`config.mk`:
```
export PLATFORM = sky130hd
export DESIGN_NAME = wb_host_bridge
export DESIGN_NICKNAME = d
export VERILOG_FILES = /design/src/rtl/wb_host_bridge.sv
export SDC_FILE = /design/constraint.sdc
export NUM_CORES = 1
export LEC_CHECK = 0
export ABC_AREA = 1
export BUFFER_PORTS_ARGS = -buffer_cell sky130_fd_sc_hd__clkbuf_2
export CAP_MARGIN = 0
export CORE_ASPECT_RATIO = 1.4
export CORE_UTILIZATION = 30
export CTS_CLUSTER_DIAMETER = 50
export DETAILED_ROUTE_END_ITERATION = 7
export PLACE_DENSITY_LB_ADDON = 0.2
export SYNTH_ARGS = -nofsm -noshare
export SYNTH_HDL_FRONTEND = slang
export SYNTH_SLANG_ARGS = --single-unit
export TNS_END_PERCENT = 100
```
`constraint.sdc`:
```
create_clock -name clk -period 1.7 [get_ports clk]
set_input_delay 0.085 -clock clk [delete_from_list [all_inputs] [get_ports clk]]
set_output_delay 0.085 -clock clk [all_outputs]
set_load 0.02 [all_outputs]
```
`src/rtl/wb_host_bridge.sv`:
```
// rtl/wb_host_bridge.sv - Wishbone classic-cycle master driven by a valid/ready command port
module wb_host_bridge #(
  parameter int unsigned TIMEOUT = 255
) (
  input  logic        clk,
  input  logic        reset,
  input  logic        cmd_valid,
  output logic        cmd_ready,
  input  logic        cmd_we,
  input  logic [3:0]  cmd_sel,
  input  logic [31:0] cmd_adr,
  input  logic [31:0] cmd_dat,
  output logic        rsp_valid,
  input  logic        rsp_ready,
  output logic [31:0] rsp_dat,
  output logic        rsp_err,
  output logic        wbm_cyc_o,
  output logic        wbm_stb_o,
  output logic        wbm_we_o,
  output logic [3:0]  wbm_sel_o,
  output logic [31:0] wbm_adr_o,
  output logic [31:0] wbm_dat_o,
  input  logic        wbm_ack_i,
  input  logic [31:0] wbm_dat_i,
  output logic        busy
);

  typedef enum logic [1:0] {
    S_IDLE = 2'd0,
    S_BUS  = 2'd1,
    S_RESP = 2'd2
  } state_t;

  // Last counter value before the abort fires; the abort edge is TIMEOUT cycles after accept.
  localparam logic [15:0] TO_LAST = 16'(TIMEOUT - 1);

  state_t      r_state;
  logic [15:0] r_cnt;
  logic        r_cyc;
  logic        r_we;
  logic [3:0]  r_sel;
  logic [31:0] r_adr;
  logic [31:0] r_wdat;
  logic [31:0] r_rdat;
  logic        r_err;

  // Handshake and status flags are decoded from state only, so no input reaches an output combinationally.
  assign cmd_ready = (r_state == S_IDLE);
  assign busy      = (r_state != S_IDLE);
  assign rsp_valid = (r_state == S_RESP);
  assign rsp_dat   = r_rdat;
  assign rsp_err   = r_err;
  assign wbm_cyc_o = r_cyc;
  assign wbm_stb_o = r_cyc;
  assign wbm_we_o  = r_we;
  assign wbm_sel_o = r_sel;
  assign wbm_adr_o = r_adr;
  assign wbm_dat_o = r_wdat;

  // Command accept, bus cycle with bounded wait, and response hold.
  always_ff @(posedge clk) begin
    if (reset) begin
      r_state <= S_IDLE;
      r_cnt   <= 16'd0;
      r_cyc   <= 1'b0;
      r_we    <= 1'b0;
      r_sel   <= 4'd0;
      r_adr   <= 32'd0;
      r_wdat  <= 32'd0;
      r_rdat  <= 32'd0;
      r_err   <= 1'b0;
    end else begin
      case (r_state)
        S_IDLE: begin
          if (cmd_valid) begin
            r_we    <= cmd_we;
            r_sel   <= cmd_sel;
            r_adr   <= cmd_adr;
            r_wdat  <= cmd_dat;
            r_cyc   <= 1'b1;
            r_cnt   <= 16'd0;
            r_state <= S_BUS;
          end
        end
        S_BUS: begin
          // ACK takes priority over a timeout landing on the same edge.
          if (wbm_ack_i) begin
            r_cyc   <= 1'b0;
            r_rdat  <= r_we ? 32'd0 : wbm_dat_i;
            r_err   <= 1'b0;
            r_state <= S_RESP;
          end else if (r_cnt == TO_LAST) begin
            r_cyc   <= 1'b0;
            r_rdat  <= 32'hFFFF_FFFF;
            r_err   <= 1'b1;
            r_state <= S_RESP;
          end else begin
            r_cnt <= r_cnt + 16'd1;
          end
        end
        S_RESP: begin
          if (rsp_ready) begin
            r_state <= S_IDLE;
          end
        end
        default: begin
          r_state <= S_IDLE;
          r_cyc   <= 1'b0;
        end
      endcase
    end
  end

endmodule

```
==> results by group <==
Finish
  • Most common cell after layout, fill and taps aside: clkbuf_2
  • Fin cells: 1279
  • Layout filler cell count: 1758
  • Layout cells sized above 1: 26.6%
  • Most frequent cells in the layout: clkbuf_2, nor2_1, dfxtp_1, o21ai_0, inv_1
  • Area Overhead vs Synth: 55.0%
  • Nets: 1145
  • Util after Layout: 47.7%
  • Antenna Cells: 0

CTS
  • Max Buffers Root-to-Sink: 2
  • H-tree levels: 4
  • Clock sinks: 121
  • TritonCTS clock tree: done
  • Clock tree root buffer cell: clkbuf_16
  • Worst-Skew Late Latency: 0.41 ns
  • Reg clk slew, reported paths: 0.05 ns
  • CTS buffer count: 17

Global routing
  • Initial antenna violation count: 0
  • Largest net degree at the start of global routing: 69
  • Grt total ovfl: 0
  • Tot GR Track Use: 18.0%
  • First-pass GRT wire length: 25600 µm
  • Vias in the first global route: 5381

Placed design
  • DP Worst Slack: 0.125 ns
  • IO buf count: 212
  • Placed cells: 1160
  • DP HPWL: 10100 µm
  • Placer Congestion: 0.856

STA
  • Fmax: 663 MHz
  • Post-Route Skew: 0.00884 ns
  • Endpoints failing hold: 0
  • Slew at the pin with the worst max-slew slack: 0.341 ns
  • RSZ-0062 raised after global routing: false
  • Worst slew margin: 77.2%
  • Final period util: 88.7%
  • Min cycle time layout: 1.51 ns
  • PnR worst setup slack: 0.192 ns
  • TNS Setup: 0 ns
  • Setup Viol. Count Final: 0
  • Slew Limit Fails: 0

Drt
  • DR vias: 5631
  • Drc violations: 0
  • Detailed-route vias per instance: 4.40
  • DRT iter0 DRCs: 206
  • WL per Instance: 11.9 µm
  • Iteration count of the initial detailed-routing pass: 4
  • Final WL: 15300 µm
  • Antenna Nets Post-Route: 0

Logic synthesis
  • EDFF count, synth: 0
  • Mux contribution to synthesized area: 0%
  • Synthesized flop and latch total: 121
  • Synth top area cells: dfxtp_1, nor2_1, o21ai_0
  • Top FF cell, synth: dfxtp_1
  • Largest family of logic cells by synthesized area: simple AND/OR/NAND/NOR gates
  • Syn. warnings: 0
  • Synth Area in Simple Gates: 30.4%
  • Post-Synth XOR/XNOR Area: 0.337%
  • Area fraction in compound gates after synthesis: 11.2%
  • Synth unique cells: 24
  • Post-Synth Adder-Cell Area: 0.481%
  • Register area share after synthesis: 46.6%
  • Syn_nets: 846
  • Post-Syn Area: 0.00520 mm²
  • Dominant cell type by area after synthesis: dfxtp_1
  • Async set-or-reset flop fraction in the synthesized netlist: 0%
  • Share of the synthesized area in the top cell type: 46.6%
  • Mapped Avg Cell Area: 7.04 µm²
  • Cells after Synth: 738

Setup path
  • Critical Path RT: 2.01 ns
  • R2R Setup Slk: 0.19 ns
  • CP Buf/Inv Count: 1
  • Critical Path Fanout Max: 5
  • Critical-path top delay cell: dfxtp_1
  • Worst path max stage delay: 0.40 ns
  • Worst Path Arrival: 1.82 ns
  • CP Class: reg -> reg
  • Crit end category: flip-flop
  • Critical Path Start Type: flip-flop
  • Crit path cell chain: ha_1 -> nand2_1 -> nor2_4 -> nand3_1 -> nor2_1 -> nand2_1 -> nor2_1 -> nor2_1 -> nand2_1 -> inv_1
  • CP top delay family: simple AND/OR/NAND/NOR gates

Die
  • Starting Density: 30.8%
  • Core ar.: 0.0169 mm²
  • Std cell rows: 56
  • Die Y: 158 µm
  • Die W: 113 µm
  • Die ar.: 0.0179 mm²
  • I/O Pins: 213

Run status
  • Status: completed

Pwr
  • Max IR drop VDD: 747 µV
  • Leakage Power: 4.11 nW
  • Pwr dens: 1030 mW/mm²

Flow run
  • Max Cap Viol: 0

Min path
  • Min-Delay Path Class: in -> reg
## registers in the layout, summed over array words and instances, names as in the netlist
name	count
wbm_dat_o	32
wbm_adr_o	32
r_state	2
rsp_dat	32
wbm_sel_o	4
rsp_err	1
wbm_cyc_o	1
r_cnt	16
wbm_we_o	1
## cells by family (layout without fill, tap and decap cells)
| kind of cell | after synthesis | in the layout |
|---|---|---|
| adder cells (fa/ha/maj) | 2 | 2 |
| flip-flops | 121 | 121 |
| AO/OA/AOI/OAI | 116 | 116 |
| AND/OR/NAND/NOR | 356 | 356 |
| XOR/XNOR | 2 | 2 |
| buffers and inverters | 141 | 450 |
## per-stage QoR
stage | hold WS [ns] | power (W) | instance area [µm²]
2_1_floorplan | 0.252 | 0.00417 | 5200
3_3_place_gp | 0.334 | 0.00473 | 6570
3_5_place_dp | 0.340 | 0.00474 | 6570
4_1_cts | 0.000826 | 0.00844 | 8040
5_1_grt | 0.0269 | 0.00878 | 8050
6_report | 0.00772 | 0.00832 | 8050
## final timing paths
kind / start / to / cells after the start
worst min register to register: wbm_dat_o[8]$_SDFFE_PP0P_ / wbm_dat_o[8]$_SDFFE_PP0P_ / 2
worst min-delay path: wbm_dat_i[5] / rsp_dat[5]$_SDFFE_PP0P_ / 5
worst max register to register: r_cnt[1]$_SDFFE_PP0P_ / r_cnt[10]$_SDFFE_PP0P_ / 10
worst max-delay path: r_cnt[1]$_SDFFE_PP0P_ / r_cnt[10]$_SDFFE_PP0P_ / 10
## final cells by class
cell class / instances / area (µm²) / share of cell area (%)
clock buffers: 21 / 470 / 5.84
inverters: 97 / 364 / 4.52
clock inverters: 8 / 97.6 / 1.21
multi-input cells: 476 / 2220 / 27.5
well taps: 232 / 290 / 3.60
repair buffers: 324 / 2190 / 27.2
flip-flops and latches: 121 / 2420 / 30.1
## worst reg2reg max path, stage by stage, from the launching register on
cell,delay (ns)
dfxtp_1,0.40
ha_1,0.22
nand2_1,0.11
nor2_4,0.15
nand3_1,0.11
nor2_1,0.12
nand2_1,0.06
nor2_1,0.10
nor2_1,0.05
nand2_1,0.06
inv_1,0.03
## metal layers
layer	wire length, µm	GRT usage, %
met5	0	0
met4	393	7.52
met3	1020	5.47
met2	7490	31.5
met1	6380	20.3
## synth_stat cells, types with 3 or more instances
library cell	number
inv_2	5
dfxtp_1	121
inv_1	91
nand3b_1	33
nand3_1	48
buf_2	12
nand2_1	69
clkbuf_1	27
a21oi_1	11
nor2_1	187
nand4_1	10
nand2_2	3
o21ai_0	104
## where the power goes
group          total [W]  internal, W  switching (W)  leakage, nW
registers        0.00322      0.00309       0.000130        0.996
logic            0.00162     0.000663       0.000956         2.84
clock network    0.00349      0.00224        0.00125        0.273
## timing repair
item | in CTS | in global routing
hold endpoints to repair | 90 | 0
hold buffers | 90 | 0
gates resized for setup | 0 | 3
buffers inserted | 0 | 0
endpoints found under the setup margin | 0 | 15
No activity file was read; power rests on OpenSTA's default activity.
